--- src/rtl/uart_pkg.sv ---
// Shared definitions for the configurable UART: parity encodings, transmitter
// state type and frame-length helper.
package uart_pkg;

    localparam int unsigned PAR_NONE = 0;
    localparam int unsigned PAR_ODD  = 1;
    localparam int unsigned PAR_EVEN = 2;

    typedef enum logic [2:0] {
        ST_IDLE,
        ST_START,
        ST_DATA,
        ST_PARITY,
        ST_STOP
    } tx_state_e;

    // Serial bits per frame: start + data + optional parity + stop.
    function automatic int unsigned frame_bits(input int unsigned data_bits,
                                               input int unsigned parity,
                                               input int unsigned stop_bits);
        return 1 + data_bits + ((parity != PAR_NONE) ? 1 : 0) + stop_bits;
    endfunction

endpackage

--- src/rtl/uart_tx_cfg_if.sv ---
// Valid/ready word handshake between a message source and the UART transmitter.
interface uart_tx_cfg_if #(
    parameter int unsigned DATA_BITS = 8
);
    logic [DATA_BITS-1:0] tx_data;
    logic                 tx_valid;
    logic                 tx_ready;

    modport master (output tx_data, output tx_valid, input tx_ready);
    modport slave  (input tx_data, input tx_valid, output tx_ready);
endinterface

--- src/rtl/uart_sync_fifo.sv ---
// Synchronous FIFO with registered count/full/empty; power-of-two depth.
module uart_sync_fifo #(
    parameter int unsigned WIDTH = 8,
    parameter int unsigned DEPTH = 4
) (
    input  logic                     clk,
    input  logic                     rst,
    input  logic                     push,
    input  logic                     pop,
    input  logic [WIDTH-1:0]         wdata,
    output logic [WIDTH-1:0]         rdata_c,
    output logic                     full,
    output logic                     empty,
    output logic [$clog2(DEPTH):0]   count
);
    localparam int unsigned AW = $clog2(DEPTH);
    localparam int unsigned CW = AW + 1;

    logic [WIDTH-1:0] mem [DEPTH];
    logic [AW-1:0]    wptr;
    logic [AW-1:0]    rptr;
    logic [CW-1:0]    count_n;
    logic             do_push;
    logic             do_pop;

    assign do_push = push & ~full;
    assign do_pop  = pop & ~empty;
    assign rdata_c = mem[rptr];

    always_comb begin
        count_n = count + CW'(do_push) - CW'(do_pop);
    end

    always_ff @(posedge clk) begin
        if (rst) begin
            wptr  <= '0;
            rptr  <= '0;
            count <= '0;
            full  <= 1'b0;
            empty <= 1'b1;
        end else begin
            if (do_push) wptr <= wptr + AW'(1);
            if (do_pop)  rptr <= rptr + AW'(1);
            count <= count_n;
            full  <= (count_n == CW'(DEPTH));
            empty <= (count_n == '0);
        end
    end

    // Storage needs no reset; occupancy is tracked by the pointers.
    always_ff @(posedge clk) begin
        if (do_push) mem[wptr] <= wdata;
    end

endmodule

--- src/rtl/uart_tx_cfg.sv ---
// Configurable UART transmitter: FIFO-buffered words serialised LSB-first with
// optional parity and one or two stop bits.
module uart_tx_cfg
    import uart_pkg::*;
#(
    parameter int unsigned DATA_BITS  = 8,
    parameter int unsigned CLK_DIV    = 16,
    parameter int unsigned PARITY     = 0,
    parameter int unsigned STOP_BITS  = 1,
    parameter int unsigned FIFO_DEPTH = 4
) (
    input  logic                        clk,
    input  logic                        rst,
    uart_tx_cfg_if.slave                tx_if,
    input  logic                        tx_enable,
    output logic                        ser_out,
    output logic                        busy,
    output logic [$clog2(FIFO_DEPTH):0] fifo_count
);
    localparam int unsigned DIV_W = $clog2(CLK_DIV);
    localparam int unsigned CNT_W = 4;

    tx_state_e            state, state_n;
    logic [DIV_W-1:0]     div_cnt, div_n;
    logic [CNT_W-1:0]     bit_cnt, bit_n;
    logic [DATA_BITS-1:0] shift_q, shift_n;
    logic                 par_q, par_n;
    logic                 ser_n, busy_n;

    logic                 fifo_full, fifo_empty;
    logic [DATA_BITS-1:0] head_c;
    logic                 push_c, pop_c;
    logic                 wrap_c, last_stop_c, start_c;

    assign tx_if.tx_ready = ~fifo_full;
    assign push_c         = tx_if.tx_valid & ~fifo_full;
    assign wrap_c         = (div_cnt == DIV_W'(CLK_DIV - 1));
    assign last_stop_c    = (state == ST_STOP) && wrap_c && (bit_cnt == CNT_W'(STOP_BITS - 1));
    assign start_c        = tx_enable & ~fifo_empty;

    uart_sync_fifo #(
        .WIDTH (DATA_BITS),
        .DEPTH (FIFO_DEPTH)
    ) u_fifo (
        .clk     (clk),
        .rst     (rst),
        .push    (push_c),
        .pop     (pop_c),
        .wdata   (tx_if.tx_data),
        .rdata_c (head_c),
        .full    (fifo_full),
        .empty   (fifo_empty),
        .count   (fifo_count)
    );

    // Next-state and next-output logic; ser_out is the registered line level.
    always_comb begin
        state_n = state;
        div_n   = wrap_c ? '0 : div_cnt + DIV_W'(1);
        bit_n   = bit_cnt;
        shift_n = shift_q;
        par_n   = par_q;
        ser_n   = ser_out;
        busy_n  = busy;
        pop_c   = 1'b0;

        case (state)
            ST_IDLE: begin
                div_n  = '0;
                bit_n  = '0;
                ser_n  = 1'b1;
                busy_n = 1'b0;
            end
            ST_START: begin
                if (wrap_c) begin
                    state_n = ST_DATA;
                    ser_n   = shift_q[0];
                    bit_n   = '0;
                end
            end
            ST_DATA: begin
                if (wrap_c) begin
                    shift_n = shift_q >> 1;
                    if (bit_cnt == CNT_W'(DATA_BITS - 1)) begin
                        bit_n = '0;
                        if (PARITY == PAR_ODD || PARITY == PAR_EVEN) begin
                            state_n = ST_PARITY;
                            ser_n   = (PARITY == PAR_EVEN) ? par_q : ~par_q;
                        end else begin
                            state_n = ST_STOP;
                            ser_n   = 1'b1;
                        end
                    end else begin
                        bit_n = bit_cnt + CNT_W'(1);
                        ser_n = shift_q[1];
                    end
                end
            end
            ST_PARITY: begin
                if (wrap_c) begin
                    state_n = ST_STOP;
                    ser_n   = 1'b1;
                end
            end
            ST_STOP: begin
                if (wrap_c) begin
                    if (last_stop_c) begin
                        state_n = ST_IDLE;
                        busy_n  = 1'b0;
                        bit_n   = '0;
                    end else begin
                        bit_n = bit_cnt + CNT_W'(1);
                    end
                end
            end
            default: state_n = ST_IDLE;
        endcase

        // Frame launch from idle or straight out of the final stop cycle.
        if (start_c && (state == ST_IDLE || last_stop_c)) begin
            pop_c   = 1'b1;
            shift_n = head_c;
            par_n   = ^head_c;
            state_n = ST_START;
            ser_n   = 1'b0;
            busy_n  = 1'b1;
            div_n   = '0;
            bit_n   = '0;
        end
    end

    always_ff @(posedge clk) begin
        if (rst) begin
            state   <= ST_IDLE;
            div_cnt <= '0;
            bit_cnt <= '0;
            shift_q <= '0;
            par_q   <= 1'b0;
            ser_out <= 1'b1;
            busy    <= 1'b0;
        end else begin
            state   <= state_n;
            div_cnt <= div_n;
            bit_cnt <= bit_n;
            shift_q <= shift_n;
            par_q   <= par_n;
            ser_out <= ser_n;
            busy    <= busy_n;
        end
    end

endmodule

--- src/flat_wrapper.sv ---
// flat-port wrapper written by rule: the top's interface ports become plain ports
module uart_tx_cfg_flat import uart_pkg::*;
#(
    parameter int unsigned DATA_BITS  = 8,
    parameter int unsigned CLK_DIV    = 16,
    parameter int unsigned PARITY     = 0,
    parameter int unsigned STOP_BITS  = 1,
    parameter int unsigned FIFO_DEPTH = 4
)
  (clk, rst, tx_enable, ser_out, busy, fifo_count, tx_if_tx_data, tx_if_tx_valid, tx_if_tx_ready);
  uart_tx_cfg_if #(.DATA_BITS(DATA_BITS)) tx_if_i ();
  input  logic clk;
  input  logic rst;
  input  logic tx_enable;
  output logic ser_out;
  output logic busy;
  output logic [$clog2(FIFO_DEPTH):0] fifo_count;
  input wire logic [$bits(tx_if_i.tx_data)-1:0] tx_if_tx_data;
  input wire logic [$bits(tx_if_i.tx_valid)-1:0] tx_if_tx_valid;
  output wire logic [$bits(tx_if_i.tx_ready)-1:0] tx_if_tx_ready;
  assign tx_if_i.tx_data = tx_if_tx_data;
  assign tx_if_i.tx_valid = tx_if_tx_valid;
  assign tx_if_tx_ready = tx_if_i.tx_ready;
  uart_tx_cfg #(.DATA_BITS(DATA_BITS), .CLK_DIV(CLK_DIV), .PARITY(PARITY), .STOP_BITS(STOP_BITS), .FIFO_DEPTH(FIFO_DEPTH)) u_core (.clk(clk), .rst(rst), .tx_if(tx_if_i), .tx_enable(tx_enable), .ser_out(ser_out), .busy(busy), .fifo_count(fifo_count));
endmodule
--- config.mk ---
export PLATFORM = sky130hd
export DESIGN_NAME = uart_tx_cfg_flat
export DESIGN_NICKNAME = d
export VERILOG_FILES = /design/src/rtl/uart_pkg.sv /design/src/rtl/uart_tx_cfg_if.sv /design/src/rtl/uart_sync_fifo.sv /design/src/rtl/uart_tx_cfg.sv /design/src/flat_wrapper.sv
export SDC_FILE = /design/constraint.sdc
export NUM_CORES = 1
export LEC_CHECK = 0
export BUFFER_PORTS_ARGS = -buffer_cell sky130_fd_sc_hd__buf_2
export CAP_MARGIN = 10
export CORE_MARGIN = 4
export CORE_UTILIZATION = 65
export CTS_BUF_LIST = sky130_fd_sc_hd__clkbuf_8
export DETAILED_ROUTE_END_ITERATION = 16
export PLACE_DENSITY = 0.93
export SETUP_SLACK_MARGIN = 0.15
export SLEW_MARGIN = 40
export SYNTH_ARGS = -nofsm -noshare
export SYNTH_HDL_FRONTEND = slang
export SYNTH_SLANG_ARGS = --single-unit
--- constraint.sdc ---
create_clock -name clk -period 4.7 [get_ports clk]
set_clock_uncertainty 0.15 [all_clocks]
set_input_delay 1.175 -clock clk [delete_from_list [all_inputs] [get_ports clk]]
set_output_delay 1.175 -clock clk [all_outputs]
set_load 0.005 [all_outputs]
==> metrics <==
P&R area growth vs syn=10.89%; Post-Synth XOR/XNOR Area=2.271%; Placed Cells=270; CTS Hold Bufs=0; Multi-input gate area=988.4 um2; drt wl/cell=15.42 um; Fmax achieved=0.2729 GHz; post-CTS setup buffer count=0; clock-pin slew on the worst setup and hold paths=0.07 ns; WHS Endpoint=u_core.div_cnt[0]; CP endpoint kind=register; final instance area=0.002994 mm2; vias in the first global route=1634; DIE AREA=0.005249 mm2; reg2reg setup slack=1.04 ns; Die W=72.45 um; Slew @ Worst Pin=0.7376 ns; CTS tree=built; antenna violation net count after detailed routing=0; DP HPWL=2991 um; CTS Sinks=64; RR Startpoint=u_core.div_cnt[0]; GRT overflow=0; first-pass GRT wire length=7755 um; post-synthesis sequential area ratio=59.31%; PD cells=511.9 mW/mm2; Syn Area/Cell=12.44 um2; main combinational cell family by area after synthesis=simple AND/OR/NAND/NOR gates; gr usage total=19.77%; initial drt markers=116; VDD IR max=0.4284 mV; crit path DAT=3.75 ns; worst reg-to-reg path cell count=14; relative slew slack=50.45%; Total Wirelength=4411 um; Post-synth ARST share=0%; Reg area=0.001602 mm2; Fill cells=239; fin crit share=77.97%; Net Count, Synth=239; final setup TNS=0 ns; worst hold start=u_core.div_cnt[0]; Resized cells post-CTS=0; CP Max Fanout=15; Finished Layout Cells=286; vias per cell=5.748; share of the synthesized area in the top cell type=35.59%; reg2reg end=u_core.u_fifo.full; pins over their slew limit=0; Hold Path Cell Cnt=1; number of I/O port buffers=17; initial antenna violation count=0; unrepaired setup endpoints after global routing=false; cell accounting for the most synthesized area=edfxtp_1; largest cells by area after synthesis=edfxtp_1, dfxtp_1, mux4_2; post-synthesis adder-cell area fraction=5.283%; DR DRC count=0; Clk Latency, worst-skew pair=0.33 ns; synthesized cell area=0.002700 mm2; H-tree depth=3; leakage=0.001104 uW; IO Pins=18; final number of setup-violating endpoints=0; Max Cap Violations=0; number of synthesized flops with an enable pin=32; synth unique cells=48; kind of critical path=register to register; cell row count=23; mux cell area share after synthesis=7.090%; core area=0.004000 mm2; WP data required=4.78 ns; clk buf depth=2; cts bufs inserted=9; Hold Violations, Final=0; worst hold path type=register to register; # diodes=0; Ys Warns=0; final RePlAce weighted congestion=0.7997; via count=1644; First-pass DRT Iterations=5; outcome=completed; Initial Utilization=67.50%; Clock Root Buffer=clkbuf_8; Die Y=72.45 um; post-synthesis compound-gate area fraction=8.943%; Final nets=253; Main synth FF type=edfxtp_1; Simple-Gate Fraction of Synth Area=13.02%; placed cell areas=0.002783 mm2; pin count of the biggest net entering global routing=27; Mapped Cells=217; minimum clock period=3.665 ns; Setup crit start kind=register; FF+latch count, synth=64; layout cells sized above 1=18.64%
-- Yosys cell counts, drive strengths merged, types with 2 or more instances --
cell and instances:
xor2 3, nand2b 4, clkbuf 6, nand2 5, nor2 24, a21oi 13
mux4 8, xnor2 4, and2 4, o21ai 3, dfxtp 32, nor4 2
nand3 10, edfxtp 32, and3 3, a22oi 6, ha 9, a211oi 3
inv 12, nor3b 3, nor3 4, buf 8
-- per-layer routing --
layer	routed length [um]	global-route usage [%]	vias to the layer above
li1	-	-	816
met1	2018	26.73	782
met2	2128	28.92	40
met3	217	7.618	6
met4	46	7.992	0
met5	0	0	-
-- cells by family (layout without fill, tap and decap cells) --
| kind of cell | after synthesis | count (layout) |
|---|---|---|
| AOI/OAI and AO/OA | 34 | 34 |
| xor gates and xnor gates | 7 | 7 |
| and+or+nand+nor | 66 | 66 |
| adders and majority gates | 11 | 11 |
| buffers and inverters | 26 | 45 |
| muxes | 9 | 9 |
| DFF | 64 | 64 |
-- how the worst max path moves through the flow --
stage / startpoint / end / slack, ns
final: u_core.div_cnt[0] / u_core.u_fifo.full / 1.04
after global routing: u_core.div_cnt[0] / u_core.u_fifo.full / 0.72
after CTS: u_core.div_cnt[0] / u_core.u_fifo.full / 1.04
after detailed placement: tx_enable / u_core.u_fifo.full / 0.81
after global placement: tx_enable / u_core.u_fifo.full / 0.95
after floorplan: tx_enable / u_core.u_fifo.full / 1.38
-- per-stage QoR --
stage / worst slack, ns / power, uW / hold slack [ns] / util (%)
detailed placement: 0.8147 / 1050 / 0.2921 / 69.57
CTS: 1.039 / 1547 / 0.3022 / 74.85
finish: 1.035 / 1533 / 0.2994 / 74.85
global route: 0.7195 / 1629 / 0.3290 / 74.85
floorplan: 1.377 / 974.3 / 0.2679 / -
global placement: 0.9488 / 1032 / 0.2819 / 69.57
-- placed cells by master, fill, tap and decap left out, drive strengths merged, types with 5 or more instances in the layout --
master,instances
mux4,8
a21oi,13
inv,13
ha,9
dfxtp,32
nand2,5
nor2,24
clkbuf,9
edfxtp,32
buf,17
a22oi,6
nand3,10
-- cell type report --
type,count,share of cell area [%]
Tap cell,50,2.089
Multi-Input combinational cell,127,33.01
Inverter,12,1.504
Clock inverter,7,2.925
Clock buffer,9,4.137
Sequential cell,64,53.49
Timing Repair Buffer,17,2.842
-- state kept, by name, summed over array words and instances (netlist names), named ones only --
register             cells
u_core.u_fifo.full       1
u_core.u_fifo.mem       32
u_core.u_fifo.rptr       2
u_core.u_fifo.empty      1
u_core.state             3
u_core.busy              1
u_core.u_fifo.count      3
u_core.u_fifo.wptr       2
u_core.div_cnt           4
u_core.bit_cnt           4
u_core.shift_q           8
u_core.ser_out           1
-- worst max-delay path, cell delays in order (launching register included) --
cell and delay (ns):
dfxtp_1 0.35, ha_1 0.20, nand3_2 0.27, o41ai_4 0.44, nand2_1 0.36, inv_2 0.31
ha_1 0.28, inv_1 0.06, ha_1 0.13, inv_1 0.05, fa_1 0.37, xor2_1 0.16
xnor2_1 0.13, nor2_1 0.08, and3_1 0.20
-- report_power, final --
part / internal [uW] / switching, uW / total, uW
combinational: 138 / 157 / 296
sequential: 683 / 55.9 / 739
clock: 294 / 205 / 498
total: 1110 / 418 / 1530
Note: power is estimated with default switching activity, not from simulation.
